File: src/rtl/bit_serializer.sv
// bit_serializer: parallel-to-serial front end for the bit-stream pattern detectors.
// Accepts WIDTH-bit words on a valid/ready handshake and emits them MSB first, one bit
// per clock, with ser_valid marking real data bits. Back-to-back words stream gap-free.
// Optional feature: define BIT_SERIALIZER_PARITY_EN to append an even-parity bit to
// every frame (frame becomes WIDTH+1 bits).
module bit_serializer #(
  parameter int unsigned WIDTH      = 8,
  parameter logic        IDLE_LEVEL = 1'b0
) (
  input  logic             clk,
  input  logic             reset,
  input  logic [WIDTH-1:0] in_data,
  input  logic             in_valid,
  output logic             in_ready,
  output logic             ser_out,
  output logic             ser_valid,
  output logic             busy
);

  localparam int unsigned CntW = $clog2(WIDTH);

  typedef enum logic [1:0] {
    StIdle  = 2'd0,
`ifdef BIT_SERIALIZER_PARITY_EN
    StShift = 2'd1,
    StParity = 2'd2
`else
    StShift = 2'd1
`endif
  } state_e;

  state_e            state_q, state_d;
  logic [WIDTH-1:0]  shreg_q, shreg_d;
  logic [CntW-1:0]   cnt_q, cnt_d;
  logic              last_beat;
  logic              accept;
`ifdef BIT_SERIALIZER_PARITY_EN
  logic              par_q, par_d;
`endif

  assign last_beat = (cnt_q == CntW'(WIDTH - 1));
  assign accept    = in_valid & in_ready;

  // Ready decode: depends only on registered state and reset, never on in_valid.
  always_comb begin
    in_ready = 1'b0;
    if (!reset) begin
      unique case (state_q)
        StIdle:   in_ready = 1'b1;
`ifdef BIT_SERIALIZER_PARITY_EN
        StShift:  in_ready = 1'b0;
        StParity: in_ready = 1'b1;
`else
        // Last data beat doubles as the accept slot so frames abut.
        StShift:  in_ready = last_beat;
`endif
        default:  in_ready = 1'b0;
      endcase
    end
  end

  // Next-state, datapath update and serial output decode.
  always_comb begin
    state_d   = state_q;
    shreg_d   = shreg_q;
    cnt_d     = cnt_q;
`ifdef BIT_SERIALIZER_PARITY_EN
    par_d     = par_q;
`endif
    ser_out   = IDLE_LEVEL;
    ser_valid = 1'b0;
    busy      = (state_q != StIdle);

    unique case (state_q)
      StIdle: begin
        if (accept) begin
          state_d = StShift;
          shreg_d = in_data;
          cnt_d   = '0;
`ifdef BIT_SERIALIZER_PARITY_EN
          par_d   = ^in_data;
`endif
        end
      end
      StShift: begin
        ser_valid = 1'b1;
        ser_out   = shreg_q[WIDTH-1];
        shreg_d   = shreg_q << 1;
        cnt_d     = cnt_q + CntW'(1);
        if (last_beat) begin
          // Clear rather than increment so cnt never reaches WIDTH.
          cnt_d = '0;
`ifdef BIT_SERIALIZER_PARITY_EN
          state_d = StParity;
`else
          if (accept) begin
            shreg_d = in_data;
          end else begin
            state_d = StIdle;
          end
`endif
        end
      end
`ifdef BIT_SERIALIZER_PARITY_EN
      StParity: begin
        ser_valid = 1'b1;
        ser_out   = par_q;
        if (accept) begin
          state_d = StShift;
          shreg_d = in_data;
          cnt_d   = '0;
          par_d   = ^in_data;
        end else begin
          state_d = StIdle;
        end
      end
`endif
      default: begin
        state_d = StIdle;
      end
    endcase
  end

  // State registers with synchronous active-high reset; reset beats any accept.
  always_ff @(posedge clk) begin
    if (reset) begin
      state_q <= StIdle;
      shreg_q <= '0;
      cnt_q   <= '0;
`ifdef BIT_SERIALIZER_PARITY_EN
      par_q   <= 1'b0;
`endif
    end else begin
      state_q <= state_d;
      shreg_q <= shreg_d;
      cnt_q   <= cnt_d;
`ifdef BIT_SERIALIZER_PARITY_EN
      par_q   <= par_d;
`endif
    end
  end

endmodule

File: config.mk
export PLATFORM = sky130hd
export DESIGN_NAME = bit_serializer
export DESIGN_NICKNAME = d
export VERILOG_FILES = /design/src/rtl/bit_serializer.sv
export SDC_FILE = /design/constraint.sdc
export NUM_CORES = 1
export LEC_CHECK = 0
export CORE_ASPECT_RATIO = 1.1
export CORE_UTILIZATION = 45
export DETAILED_ROUTE_END_ITERATION = 6
export GPL_TIMING_DRIVEN = 0
export PLACE_DENSITY = 0.79
export SYNTH_ARGS = -nofsm -noshare
export SYNTH_HDL_FRONTEND = slang
export SYNTH_SLANG_ARGS = --single-unit
File: constraint.sdc
create_clock -name clk -period 3.09 [get_ports clk]
set_clock_uncertainty 0.2 [all_clocks]
set_input_delay 0.618 -clock clk [delete_from_list [all_inputs] [get_ports clk]]
set_output_delay 0.618 -clock clk [all_outputs]
set_load 0.1 [all_outputs]
==> results_tabular.tex, run 1 <==
\begin{tabular}{lr}
\hline
Metric & Value \\
\hline
\multicolumn{2}{l}{\textbf{STA}} \\
Unrepaired setup endpoints after global routing & false \\
Max Clk Rate & 334 MHz \\
Crit share post-route & 96.9\% \\
Least-Margin Pin Slew & 0.960 ns \\
Final total negative setup slack & 0 ns \\
Time the worst path needs with I/O delays and setup & 3.00 ns \\
Slew Limit Headroom & 35.8\% \\
Number of endpoints with negative hold slack in the final report & 0 \\
Number of failing setup endpoints in the final timing report & 0 \\
Slew Viols, Final & 0 \\
\multicolumn{2}{l}{\textbf{Worst setup path}} \\
CP cell instances & clkdlybuf4s50\_1, a21oi\_4, clkdlybuf4s15\_1 \\
Crit-path slowest cell & clkdlybuf4s15\_1 \\
Launch point of the critical path & reset \\
Highest net fanout along the worst path & 6 \\
Worst path depth & 3 \\
R2r worst-path depth & 10 \\
Critical path data required time & 2.27 ns \\
Capturing element type of the critical path & output pin \\
Number of buffer and inverter instances along the worst setup path & 2 \\
Critical path start-end classification & primary input to output pin \\
Worst R2R Setup Slack & 0.87 ns \\
Reg2Reg Launch Point & cnt\_q[0] \\
Worst setup path end & in\_ready \\
Capturing point of the worst reg2reg path & cnt\_q[1] \\
Endpoint arrival time on the critical path & 2.18 ns \\
Category of cells accounting for the largest share of critical-path delay & buffers and inverters \\
Launching element type of the critical path & primary input \\
Delay of the slowest cell on the worst path & 0.84 ns \\
\multicolumn{2}{l}{\textbf{Floorplanning}} \\
Total die area & 1590 sq um \\
Std-Cell Rows & 13 \\
I/O pin cnt & 15 \\
Placeable Area & 1250 sq um \\
Initial Util & 51.5\% \\
Y dimension of the die & 41.7 um \\
Horizontal extent of the die & 38.1 um \\
\multicolumn{2}{l}{\textbf{Layout}} \\
Net total in the final layout & 104 \\
Area Growth Syn to Fin & 32.9\% \\
Share of final-layout standard cells stronger than drive strength 1 & 22.5\% \\
N\_diodes & 0 \\
Top library cells by usage in the layout, fill and taps aside & dfxtp\_1 (12), clkdlybuf4s50\_1 (12), inv\_1 (8) \\
Final Instance Count excl. Fillers & 104 \\
\multicolumn{2}{l}{\textbf{Worst hold path}} \\
Worst hold path class & flop to flop \\
Hold path cells & 2 \\
\multicolumn{2}{l}{\textbf{Power}} \\
Highest ir drop seen on vdd & 0.000401 V \\
Leakage power summed over all cells & 0.331 nW \\
Total power of the final layout & 0.529 mW \\
Power density of the placed cells & 616 nW/um\^{}2 \\
\multicolumn{2}{l}{\textbf{Clocking}} \\
Number of hold buffers added after CTS & 0 \\
CTS Buf Count & 3 \\
Clock input transition at the sequential cells of the worst setup and hold paths & 0.08 ns \\
Clock tree from TritonCTS & built \\
Clk root buf & clkbuf\_4 \\
Worst-skew pair later-pin latency & 0.27 ns \\
Largest buffer count on any clock path & 2 \\
Clock Sinks & 12 \\
Number of H-tree branching levels & 1 \\
\multicolumn{2}{l}{\textbf{Placed design}} \\
Total half-perimeter wirelength after legalization and detailed placement & 944 um \\
Final GP Congestion & 0.706 \\
\# placed instances & 100 \\
Port Buffers & 14 \\
\multicolumn{2}{l}{\textbf{Global route}} \\
GR met1 Demand/Resource & 25.6\% \\
Pin count of the biggest net entering global routing & 11 \\
GR peak layer & met2 \\
Global-route wire length before repair & 2150 um \\
Overflow left after global routing & 0 \\
Met2 Resource Use GR & 29.2\% \\
Antenna violations before repair & 0 \\
Met3 GRT Util & 3.21\% \\
Vias in the first global route & 496 \\
Global-route total usage across every layer & 19.4\% \\
\multicolumn{2}{l}{\textbf{Logic synthesis}} \\
Number of synthesized register bits & 12 \\
Netlist area before placement & 646 sq um \\
Count of cell types in the netlist & 19 \\
Syn Nets & 85 \\
Total of warnings raised by yosys & 0 \\
Mapped Cells & 71 \\
Post-Synthesis Mean Instance Area & 9.09 sq um \\
Post-synthesis sequential area ratio & 37.2\% \\
\multicolumn{2}{l}{\textbf{Run status}} \\
Run status & finished clean \\
\multicolumn{2}{l}{\textbf{Routing}} \\
DR pass1 iterations & 2 \\
Post-route DRC & 0 \\
Post-DR vias/cell & 5.58 \\
Routed wire length per instance & 13.0 um \\
Detailed-route wire length & 1360 um \\
Antenna-violating nets left & 0 \\
Count of routing violations after the opening detailed-route iteration & 13 \\
Routed vias & 580 \\
\multicolumn{2}{l}{\textbf{Run}} \\
Number of maximum-capacitance violations & 0 \\
\hline
\end{tabular}
## worst min-delay path by stage
stage,startpoint,to,slack (ns)
after floorplan,shreg_q[1],shreg_q[1],0.23
final,shreg_q[1],shreg_q[1],0.27
after global routing,shreg_q[6],shreg_q[6],0.29
after CTS,shreg_q[1],shreg_q[1],0.27
after global placement,shreg_q[1],shreg_q[1],0.25
after detailed placement,shreg_q[1],shreg_q[1],0.25
## kinds of logic (layout without fill, tap and decap cells)
group	after synthesis	in the layout	share of synthesized area (%)
and+or+nand+nor	13	13	11.2
AOI/OAI and AO/OA	28	28	34.7
buffers and inverters	15	33	11.0
DFF	12	12	37.2
adders and majority gates	3	3	5.81
## what timing repair did
item	in CTS	in global routing
hold endpoints to repair	0	0
gates resized for setup	2	1
buffers inserted	0	0
endpoints found under the setup margin	2	1
## metal layers
layer	share of wire (%)	up-vias
li1	-	296
met1	50	270
met2	44	12
met3	4.1	2
met4	0.88	0
met5	0	-
## worst min-delay path, cell delays in order, from the launching register on
cell and delay, ns:
dfxtp_1 0.32, inv_1 0.06, a221oi_2 0.05
## synthesized netlist by cell type
library cell,number,area share (%)
dfxtp_1,12,37
inv_1,8,4.7
a221oi_2,7,16
a31oi_1,7,6.8
o21ai_1,7,5.4
nor2_1,5,2.9
a21oi_1,3,2.3
buf_2,3,2.3
buf_4,3,3.5
ha_1,3,5.8
a22oi_1,2,2.3
nand2_1,2,1.2
nor2b_1,2,1.9
o21ai_0,2,1.6
and3b_1,1,1.4
clkinv_1,1,0.58
nand3_1,1,0.77
nand3b_2,1,1.7
nor4b_1,1,1.4
## final cells by class
| type | count | area (sq um) |
|---|---|---|
| sequential | 12 | 240 |
| clock buffer | 4 | 36.3 |
| fill | 109 | 394 |
| multi-input combinational | 44 | 353 |
| tap | 15 | 18.8 |
| buffer | 6 | 37.5 |
| timing repair buffer | 14 | 139 |
| inverter | 9 | 33.8 |
## through the flow
stage / util (%) / setup slack (ns) / hold WS (ns) / area [sq um]
final: 68.5 / 0.0943 / 0.266 / 858
after global routing: 68.5 / 0.0237 / 0.286 / 858
after CTS: 68.4 / 0.0521 / 0.267 / 857
after detailed placement: 65.7 / -0.223 / 0.254 / 823
after global placement: 65.7 / -0.202 / 0.255 / 823
after floorplan: - / 0.163 / 0.234 / 664
## sequential cells by signal, indices dropped and copies added (netlist names)
name and count:
shreg_q 8, cnt_q 3, state_q 1
## report_power, final
group	switching [mW]	total, mW	internal (mW)	leakage, nW
clock	0.0549	0.126	0.0716	0.0210
combinational	0.137	0.212	0.0748	0.211
sequential	0.0130	0.190	0.177	0.0988
Note: power is estimated with default switching activity, not from simulation.
==> inputs of run 2 (changes only) <==
--- a/constraint.sdc
+++ b/constraint.sdc
@@ -3,3 +3,3 @@
 set_input_delay 0.618 -clock clk [delete_from_list [all_inputs] [get_ports clk]]
 set_output_delay 0.618 -clock clk [all_outputs]
-set_load 0.1 [all_outputs]
+set_load 0.02 [all_outputs]
==> results_tabular.tex, run 2 (synthesized netlist as in run 1, its figures left out) <==
\begin{tabular}{lr}
\hline
Metric & Value \\
\hline
\multicolumn{2}{l}{\textbf{Run status}} \\
Run status & finished clean \\
\multicolumn{2}{l}{\textbf{STA}} \\
Number of failing setup endpoints in the final timing report & 0 \\
Number of endpoints with negative hold slack in the final report & 0 \\
Crit share post-route & 89.4\% \\
Worst hold slack & 0.272 ns \\
Final total negative setup slack & 0 ns \\
Max Clk Rate & 362 MHz \\
Slew Limit Headroom & 80.5\% \\
Time the worst path needs with I/O delays and setup & 2.76 ns \\
Slew Viols, Final & 0 \\
Unrepaired setup endpoints after global routing & false \\
Least-Margin Pin Slew & 0.291 ns \\
\multicolumn{2}{l}{\textbf{Worst setup path}} \\
Highest net fanout along the worst path & 6 \\
Delay of the slowest cell on the worst path & 0.63 ns \\
Critical path start-end classification & primary input to output pin \\
Launching element type of the critical path & primary input \\
CP cell instances & clkdlybuf4s50\_1, a21oi\_1, clkdlybuf4s50\_1 \\
Endpoint arrival time on the critical path & 1.95 ns \\
Critical path's most frequent cell & clkdlybuf4s50\_1 \\
Number of buffer and inverter instances along the worst setup path & 2 \\
Crit-path slowest cell & clkdlybuf4s50\_1 \\
Capturing element type of the critical path & output pin \\
Category of cells accounting for the largest share of critical-path delay & buffers and inverters \\
Critical path data required time & 2.27 ns \\
\multicolumn{2}{l}{\textbf{Global route}} \\
Overflow left after global routing & 0 \\
Vias in the first global route & 504 \\
Global-route wire length before repair & 2240 um \\
Global-route total usage across every layer & 20.4\% \\
Antenna violations before repair & 0 \\
Pin count of the biggest net entering global routing & 11 \\
\multicolumn{2}{l}{\textbf{Floorplanning}} \\
Placeable Area & 1250 sq um \\
I/O pin cnt & 15 \\
Total die area & 1590 sq um \\
Y dimension of the die & 41.7 um \\
Initial Util & 51.5\% \\
Std-Cell Rows & 13 \\
Horizontal extent of the die & 38.1 um \\
\multicolumn{2}{l}{\textbf{Clocking}} \\
\# Post-CTS Setup Buffers & 0 \\
Worst-skew pair later-pin latency & 0.28 ns \\
Clock Sinks & 12 \\
Number of H-tree branching levels & 1 \\
Number of hold buffers added after CTS & 0 \\
Largest buffer count on any clock path & 2 \\
Post-cts gate resize count & 0 \\
Clock input transition at the sequential cells of the worst setup and hold paths & 0.08 ns \\
Clk root buf & clkbuf\_4 \\
CTS Buf Count & 3 \\
Clock tree from TritonCTS & built \\
\multicolumn{2}{l}{\textbf{Layout}} \\
Net total in the final layout & 104 \\
Max reg flops & 8 \\
Top library cells by usage in the layout, fill and taps aside & clkdlybuf4s50\_1 (14), dfxtp\_1 (12), inv\_1 (8) \\
Largest registers ranked by flip-flop count & shreg\_q: 8 flops, cnt\_q: 3 flops, state\_q: 1 flops \\
N\_diodes & 0 \\
Commonest non-fill, non-tap cell in the layout & clkdlybuf4s50\_1 \\
Number of filler instances in the final layout & 119 \\
Share of final-layout standard cells stronger than drive strength 1 & 20.2\% \\
Area Growth Syn to Fin & 30.2\% \\
Register with the most flip-flops & shreg\_q \\
\multicolumn{2}{l}{\textbf{Routing}} \\
Post-DR vias/cell & 5.71 \\
Antenna-violating nets left & 0 \\
Detailed-route wire length & 1400 um \\
DR pass1 iterations & 4 \\
Routed wire length per instance & 13.5 um \\
Count of routing violations after the opening detailed-route iteration & 20 \\
Routed vias & 594 \\
Post-route DRC & 0 \\
\multicolumn{2}{l}{\textbf{Power}} \\
Gate power share & 33.7\% \\
Highest ir drop seen on vdd & 0.000315 V \\
Switching Share & 32.9\% \\
P\_int & 0.323 mW \\
Power share of the sequential group & 39.5\% \\
Leakage power summed over all cells & 0.323 nW \\
Relative contribution of the clock network to total power & 26.8\% \\
Power density of the placed cells & 573 nW/um\^{}2 \\
Switching power of the nets & 0.158 mW \\
\multicolumn{2}{l}{\textbf{Placed design}} \\
Total half-perimeter wirelength after legalization and detailed placement & 980 um \\
Final GP Congestion & 0.700 \\
Port Buffers & 14 \\
\multicolumn{2}{l}{\textbf{Run}} \\
Number of maximum-capacitance violations & 0 \\
\multicolumn{2}{l}{\textbf{Worst hold path}} \\
Worst hold path class & flop to flop \\
\hline
\end{tabular}
==> run 2: cell count changes in the layout (fill, tap and decap cells not counted), sizes merged <==
cell and delta:
clkdlybuf4s50 +2, clkdlybuf4s15 -1, dlygate4sd2 -1
==> run 2: final timing paths <==
kind | from | to | slack, ns | cells after the start
max | reset | in_ready | 0.33 | 3
min | shreg_q[1] | shreg_q[1] | 0.27 | 2
max reg2reg | cnt_q[0] | cnt_q[1] | 0.81 | 10
min reg2reg | shreg_q[1] | shreg_q[1] | 0.27 | 2
==> run 2: per-layer routing <==
metal,share of wire (%),global-route usage (%),routed length (um)
met1,45,27.2,629
met3,5.9,6.42,83
met4,2.8,12.9,39
met2,46,27.5,651
met5,0,0,0
==> run 2: power by group through the flow <==
stage	sequential [mW]	combinational [mW]	clock (mW)
after floorplan	0.193	0.112	0
after global routing	0.193	0.177	0.144
after detailed placement	0.194	0.162	0
after CTS	0.190	0.163	0.131
after global placement	0.193	0.158	0
final	0.190	0.162	0.129
==> run 2: metrics by stage <==
step | utilization, % | std cells | area [sq um] | power (mW) | setup slack, ns
after detailed placement | 64.2 | 100 | 805 | 0.356 | 0.337
after CTS | 67.1 | 104 | 841 | 0.484 | 0.322
after floorplan | - | 71 | 646 | 0.306 | 0.770
final | 67.1 | 104 | 841 | 0.482 | 0.327
after global placement | 64.2 | 100 | 805 | 0.351 | 0.338
after global routing | 67.1 | 104 | 841 | 0.514 | 0.185
==> run 2: worst reg2reg max path, delay by kind of cell (launching register included) <==
family          cells  cell delay (ns)
compound gates      2             0.36
fa+ha+maj           3             0.62
buf+inv             3             0.46
flops               1             0.36
simple gates        2             0.17
==> run 2: area by class of cell <==
cell class                 instances  area, sq um  area share, %
sequential                        12          240           28.6
buffer                             6         37.5           4.46
clock buffer                       4         36.3           4.32
inverter                           9         33.8           4.02
tap                               15         18.8           2.23
timing repair buffer              14          140           16.7
multi-input combinational         44          334           39.7
==> inputs of run 3 (changes only) <==
- SKIP_CTS_REPAIR_TIMING: not set -> 1
- SKIP_LAST_GASP: not set -> 1
==> results of run 3 <==
Same layout as run 2: the final DEF is identical, and so are final timing and power.
